### src/rtl/regfile_mp_if.sv
// Register-file bus: two write ports, reserve port, packed read ports, conflict status.
interface regfile_mp_if #(
    parameter int WIDTH = 32,
    parameter int DEPTH = 32,
    parameter int NREAD = 2
);
    localparam int AW = (DEPTH > 1) ? $clog2(DEPTH) : 1;

    logic                   we3;
    logic [AW-1:0]          wa3;
    logic [WIDTH-1:0]       wd3;
    logic                   we4;
    logic [AW-1:0]          wa4;
    logic [WIDTH-1:0]       wd4;
    logic [NREAD*AW-1:0]    ra;
    logic [NREAD*WIDTH-1:0] rd;
    logic [NREAD-1:0]       rd_busy;
    logic                   rsv;
    logic [AW-1:0]          rsv_addr;
    logic                   wr_conflict;
    logic                   conflict_clr;

    modport master (
        output we3, wa3, wd3, we4, wa4, wd4, ra, rsv, rsv_addr, conflict_clr,
        input  rd, rd_busy, wr_conflict
    );

    modport slave (
        input  we3, wa3, wd3, we4, wa4, wd4, ra, rsv, rsv_addr, conflict_clr,
        output rd, rd_busy, wr_conflict
    );
endinterface

### src/rtl/regfile_mp.sv
// Multi-port register file: two write ports (port B wins collisions), NREAD combinational
// read ports with optional same-cycle forwarding, and a per-register busy scoreboard.
module regfile_mp #(
    parameter int WIDTH    = 32,
    parameter int DEPTH    = 32,
    parameter int NREAD    = 2,
    parameter bit BYPASS   = 1'b1,
    parameter bit ZERO_REG = 1'b1
) (
    input logic         clk,
    input logic         rst_n,
    regfile_mp_if.slave bus
);
    localparam int AW = (DEPTH > 1) ? $clog2(DEPTH) : 1;

    logic [WIDTH-1:0] memQ [DEPTH];
    logic [DEPTH-1:0] busyQ, busyD;
    logic             conflictQ;

    logic wrA, wrB, rsvOk, conflictSet;
    logic [NREAD*WIDTH-1:0] rdAll;
    logic [NREAD-1:0]       busyAll;

    // Address is backed by a real, non-hardwired register.
    function automatic logic live(logic [AW-1:0] a);
        return (int'(a) < DEPTH) && !(ZERO_REG && (a == '0));
    endfunction

    // Qualify write/reserve requests; dead addresses are silently dropped.
    always_comb begin
        wrA         = bus.we3 && live(bus.wa3);
        wrB         = bus.we4 && live(bus.wa4);
        rsvOk       = bus.rsv && live(bus.rsv_addr);
        conflictSet = wrA && wrB && (bus.wa3 == bus.wa4);
    end

    // Busy next-state: writes retire a pending producer, a reserve in the same cycle wins.
    always_comb begin
        busyD = busyQ;
        if (wrA) busyD[bus.wa3] = 1'b0;
        if (wrB) busyD[bus.wa4] = 1'b0;
        if (rsvOk) busyD[bus.rsv_addr] = 1'b1;
    end

    // Storage, scoreboard and sticky conflict flag; port B is written last so it wins.
    always_ff @(posedge clk or negedge rst_n) begin
        if (!rst_n) begin
            for (int i = 0; i < DEPTH; i++) memQ[i] <= '0;
            busyQ     <= '0;
            conflictQ <= 1'b0;
        end else begin
            if (wrA) memQ[bus.wa3] <= bus.wd3;
            if (wrB) memQ[bus.wa4] <= bus.wd4;
            busyQ <= busyD;
            if (conflictSet)           conflictQ <= 1'b1;
            else if (bus.conflict_clr) conflictQ <= 1'b0;
        end
    end

    // Independent read ports; forwarded write data also hides the busy bit it retires.
    always_comb begin
        logic [AW-1:0] addr;
        rdAll   = '0;
        busyAll = '0;
        for (int i = 0; i < NREAD; i++) begin
            addr = bus.ra[i*AW +: AW];
            if (rst_n && live(addr)) begin
                rdAll[i*WIDTH +: WIDTH] = memQ[addr];
                busyAll[i]              = busyQ[addr];
                if (BYPASS) begin
                    if (wrB && (bus.wa4 == addr)) begin
                        rdAll[i*WIDTH +: WIDTH] = bus.wd4;
                        busyAll[i]              = 1'b0;
                    end else if (wrA && (bus.wa3 == addr)) begin
                        rdAll[i*WIDTH +: WIDTH] = bus.wd3;
                        busyAll[i]              = 1'b0;
                    end
                end
            end
        end
    end

    assign bus.rd          = rdAll;
    assign bus.rd_busy     = busyAll;
    assign bus.wr_conflict = conflictQ;
endmodule

### src/flat_wrapper.sv
// flat-port wrapper written by rule: the top's interface ports become plain ports
module regfile_mp_flat 
#(
    parameter int WIDTH    = 32,
    parameter int DEPTH    = 32,
    parameter int NREAD    = 2,
    parameter bit BYPASS   = 1'b1,
    parameter bit ZERO_REG = 1'b1
)
  (clk, rst_n, bus_we3, bus_wa3, bus_wd3, bus_we4, bus_wa4, bus_wd4, bus_ra, bus_rsv, bus_rsv_addr, bus_conflict_clr, bus_rd, bus_rd_busy, bus_wr_conflict);
  regfile_mp_if #(.WIDTH(WIDTH), .DEPTH(DEPTH), .NREAD(NREAD)) bus_i ();
  input logic clk;
  input logic rst_n;
  input wire logic [$bits(bus_i.we3)-1:0] bus_we3;
  input wire logic [$bits(bus_i.wa3)-1:0] bus_wa3;
  input wire logic [$bits(bus_i.wd3)-1:0] bus_wd3;
  input wire logic [$bits(bus_i.we4)-1:0] bus_we4;
  input wire logic [$bits(bus_i.wa4)-1:0] bus_wa4;
  input wire logic [$bits(bus_i.wd4)-1:0] bus_wd4;
  input wire logic [$bits(bus_i.ra)-1:0] bus_ra;
  input wire logic [$bits(bus_i.rsv)-1:0] bus_rsv;
  input wire logic [$bits(bus_i.rsv_addr)-1:0] bus_rsv_addr;
  input wire logic [$bits(bus_i.conflict_clr)-1:0] bus_conflict_clr;
  output wire logic [$bits(bus_i.rd)-1:0] bus_rd;
  output wire logic [$bits(bus_i.rd_busy)-1:0] bus_rd_busy;
  output wire logic [$bits(bus_i.wr_conflict)-1:0] bus_wr_conflict;
  assign bus_i.we3 = bus_we3;
  assign bus_i.wa3 = bus_wa3;
  assign bus_i.wd3 = bus_wd3;
  assign bus_i.we4 = bus_we4;
  assign bus_i.wa4 = bus_wa4;
  assign bus_i.wd4 = bus_wd4;
  assign bus_i.ra = bus_ra;
  assign bus_i.rsv = bus_rsv;
  assign bus_i.rsv_addr = bus_rsv_addr;
  assign bus_i.conflict_clr = bus_conflict_clr;
  assign bus_rd = bus_i.rd;
  assign bus_rd_busy = bus_i.rd_busy;
  assign bus_wr_conflict = bus_i.wr_conflict;
  regfile_mp #(.WIDTH(WIDTH), .DEPTH(DEPTH), .NREAD(NREAD), .BYPASS(BYPASS), .ZERO_REG(ZERO_REG)) u_core (.clk(clk), .rst_n(rst_n), .bus(bus_i));
endmodule
### config.mk
export PLATFORM = sky130hd
export DESIGN_NAME = regfile_mp_flat
export DESIGN_NICKNAME = d
export VERILOG_FILES = /design/src/rtl/regfile_mp_if.sv /design/src/rtl/regfile_mp.sv /design/src/flat_wrapper.sv
export SDC_FILE = /design/constraint.sdc
export NUM_CORES = 2
export LEC_CHECK = 0
export BUFFER_PORTS_ARGS = -buffer_cell sky130_fd_sc_hd__buf_2
export CAP_MARGIN = 5
export CORE_MARGIN = 8
export CORE_UTILIZATION = 59
export CTS_CLUSTER_SIZE = 25
export DETAILED_ROUTE_END_ITERATION = 16
export PLACE_DENSITY = 0.73
export REMOVE_ABC_BUFFERS = 1
export SLEW_MARGIN = 25
export SYNTH_ARGS = -nofsm -noshare
export SYNTH_HDL_FRONTEND = slang
export SYNTH_SLANG_ARGS = --single-unit
### constraint.sdc
create_clock -name clk -period 3.35 [get_ports clk]
set_clock_uncertainty 0.2 [all_clocks]
set_input_delay 0.335 -clock clk [delete_from_list [all_inputs] [get_ports clk]]
set_output_delay 0.335 -clock clk [all_outputs]
set_load 0.005 [all_outputs]
==> impl_metrics.json <==
{
  "antenna_left": 0,
  "ys_types": 61,
  "drt_first_pass_iters": 7,
  "synth_top_family_by_area": "multiplexers",
  "ioPinCount": 162,
  "power_mw": 42.7,
  "grt.busiest_layer": "met2",
  "vias_per_cell": 7.36,
  "finalMaxSlewViolations": 0,
  "worst_pin_slew_ns": 1.18,
  "critical-path-slowest-cell": "a221oi_1",
  "power_density_nw_per_um2": 575,
  "drive_gt1_share_pct": 18.7,
  "critPathKind": "in2out",
  "placed_area_sq_um": 69600,
  "synth_cells": 6471,
  "clkPwrFrac_pct": 31.1,
  "switching_share_pct": 31.5,
  "hold_viol_final": 0,
  "cp.arrival_ns": 2.78,
  "ys.flop_type": "dfrtp_1",
  "overflow": 0,
  "use_met1_pct": 52.9,
  "synth_xor_area_share_pct": 0.333,
  "pwr-share-comb_pct": 24.5,
  "num_rows": 122,
  "worstPathCellList": "buf_4, buf_12, nor4bb_4, buf_4, buf_4, a22oi_1, nand2_1, nor4_1, a221oi_1, nor3_1, buf_2",
  "cts-root-buf": "clkbuf_16",
  "worstSetupStartpointType": "input port",
  "vias": 58100,
  "ir_worst_vdd_uv": 451,
  "routed_wl_microns": 263000,
  "grt_use_met3_pct": 15.9,
  "p_leak_nw": 31.5,
  "drtIter0Drc": 9894,
  "synth-seq-cells": 1057,
  "fp.dieH_microns": 350,
  "cap_violations": 0,
  "drt-wirelength-per-cell_microns": 33.4,
  "dieArea_sq_um": 122000,
  "antenna_found_initial": 5,
  "syn_area_per_cell_sq_um": 10.2,
  "p_int_mw": 29.3,
  "synth_compound_area_share_pct": 13.1,
  "fin_crit_ns": 3.32,
  "grt_pass1_vias": 56600,
  "status": "complete, no violations",
  "final_util_pct": 67.1,
  "setup_tns_ns": 0,
  "area_growth_pct": 12.8,
  "portBuffers": 161,
  "synthArstFlopShare_pct": 100,
  "seqPwrFrac_pct": 44.5,
  "cts_sinks": 1057,
  "grt_pass1_wl_microns": 382000,
  "ff2ff_setup_slack_ns": 1.80,
  "r2r-start": "u_core.memQ[850]",
  "insertion_delay_ns": 0.74,
  "die_x_microns": 350,
  "synth_top_area_share_pct": 40.2,
  "fin_crit_sh_pct": 99.0,
  "hpwlAfterDp_microns": 157000,
  "critPathRequiredTime_ns": 2.81,
  "htree_levels": 3,
  "endpoint_kind": "primary output",
  "worst_slack_ns": 0.0341,
  "clockBufferDepth": 3,
  "gp_congestion": 0.947,
  "yosysWarnings": 0,
  "finalNetCount": 6400,
  "syn_area_sq_um": 65800,
  "coreArea_sq_um": 111000,
  "holdPathEnd": "u_core.memQ[706]",
  "design_area_sq_um": 74200,
  "muxShareOfSynthArea_pct": 31.9,
  "timing.rr.end": "u_core.memQ[850]",
  "synth_enable_flop_cells": 0,
  "hp-class": "in2reg",
  "synthTopCellsByCount": "mux2i_1 (1119), dfrtp_1 (1057), a21oi_1 (743)",
  "ys_top_cells_by_area": "dfrtp_1 (40%), mux2i_1 (17%), mux4_2 (15%)",
  "yosysMostFrequentCell": "mux2i_1",
  "relSlewSlack_pct": 21.5,
  "crit_fanout": 20,
  "hold_start": "bus_wd3[2]",
  "seq_area_frac_synth_pct": 40.2,
  "dp_slack_ns": -0.0684,
  "max_freq_mhz": 302,
  "yosysTopAreaCell": "dfrtp_1",
  "grtUsageMet2_pct": 59.7,
  "cts_tree": "built",
  "synth-simple-area-share_pct": 9.38,
  "critPathMaxStageDelay_ns": 0.45,
  "synth_fa_ha_area_share_pct": 0,
  "reg2reg_depth": 3,
  "cts_buffers": 116,
  "cp_common_cell": "buf_4",
  "drc": 0,
  "clk_pin_slew_ns": 0.07,
  "grt_util_all_layers_pct": 42.0,
  "p_sw_mw": 13.4,
  "grt_max_degree": 159,
  "initial_utilization_pct": 59.5,
  "setup_violations": 0,
  "min_path_cells": 3
}
-- power by group through the flow --
stage | Clock [mW] | Sequential [mW] | Combinational, mW
after CTS | 13.3 | 18.7 | 10.3
after global placement | 0 | 18.7 | 9.78
final | 13.3 | 19.0 | 10.5
after floorplan | 0 | 17.9 | 7.01
after detailed placement | 0 | 18.9 | 10.2
after global routing | 13.8 | 19.2 | 11.3
-- metal layers --
metal  wire length, microns  up-vias
li1                       -    23300
met1                  90400    28300
met2                 111000     5153
met3                  39800     1370
met4                  22200        4
met5                     25        -
-- metrics by stage --
step                std cells  hold slack (ns)
floorplan                5637           -0.161
finish                   7892           0.0219
global route             7884           0.0523
CTS                      7883          0.00135
global placement         7610            0.178
detailed placement       7610            0.185
-- timing repair --
item	4_1_cts	5_1_grt
gates resized for setup	4	6
hold buffers	65	0
hold endpoints to repair	986	0
endpoints found under the setup margin	4	21
buffers inserted	0	0
-- worst max-delay path: cells and delay by family --
| kind | cells | cell delay (ns) |
|---|---|---|
| buf+inv | 5 | 1.22 |
| simple gates | 4 | 0.64 |
| compound gates | 2 | 0.56 |
-- sequential cells by signal (all words and copies together), names as in the netlist --
signal	cells
u_core.memQ	1024
u_core.busyQ	32
u_core.bus.wr_conflict	1
-- cell type report --
cell class / instances / area (sq um)
inverters: 4 / 15.0
multi-input cells: 4576 / 36600
diodes: 9 / 22.5
clock buffers: 174 / 3410
repair buffers: 550 / 5440
clock inverters: 34 / 460
fillers: 8172 / 36400
flip-flops and latches: 1057 / 26500
well taps: 1488 / 1860
-- worst max-delay path by stage --
stage	start	to	slack (ns)	depth (start not counted)
6_report	bus_ra[3]	bus_rd[10]	0.03	11
5_1_grt	bus_wa4[2]	bus_rd[15]	-0.0001	9
4_1_cts	bus_ra[2]	bus_rd[24]	0.01	9
3_5_place_dp	bus_ra[4]	bus_rd[7]	-0.07	10
3_3_place_gp	bus_wa4[2]	bus_rd[7]	-0.05	10
2_1_floorplan	bus_wa4[0]	u_core.busyQ[16]	-2.16	3
-- cell usage in the layout (no fill, tap or decap), drive strengths merged, types with 19 or more instances in the layout --
cell type / Yosys / routed
mux2i: 1119 / 1119
o21ai: 433 / 433
nor2b: 50 / 50
buf: 259 / 484
a22oi: 79 / 79
o22ai: 170 / 170
o221ai: 33 / 33
nand2: 566 / 566
nor2: 610 / 610
dfrtp: 1057 / 1057
clkinv: 0 / 19
a211oi: 44 / 44
clkbuf: 575 / 175
nand3: 33 / 33
or4: 52 / 52
o22a: 19 / 19
nand4: 25 / 25
nor3: 30 / 30
mux4: 433 / 433
dlygate4sd3: 0 / 65
a21oi: 743 / 743
-- kinds of logic (layout without fill, tap and decap cells) --
family | Yosys count | after routing
other | 0 | 9
buffers and inverters | 838 | 762
DFF | 1057 | 1057
and+or+nand+nor | 1442 | 1442
muxes | 1554 | 1554
AOI/OAI and AO/OA | 1555 | 1555
xor gates and xnor gates | 25 | 25
No activity file was read; power rests on OpenSTA's default activity.
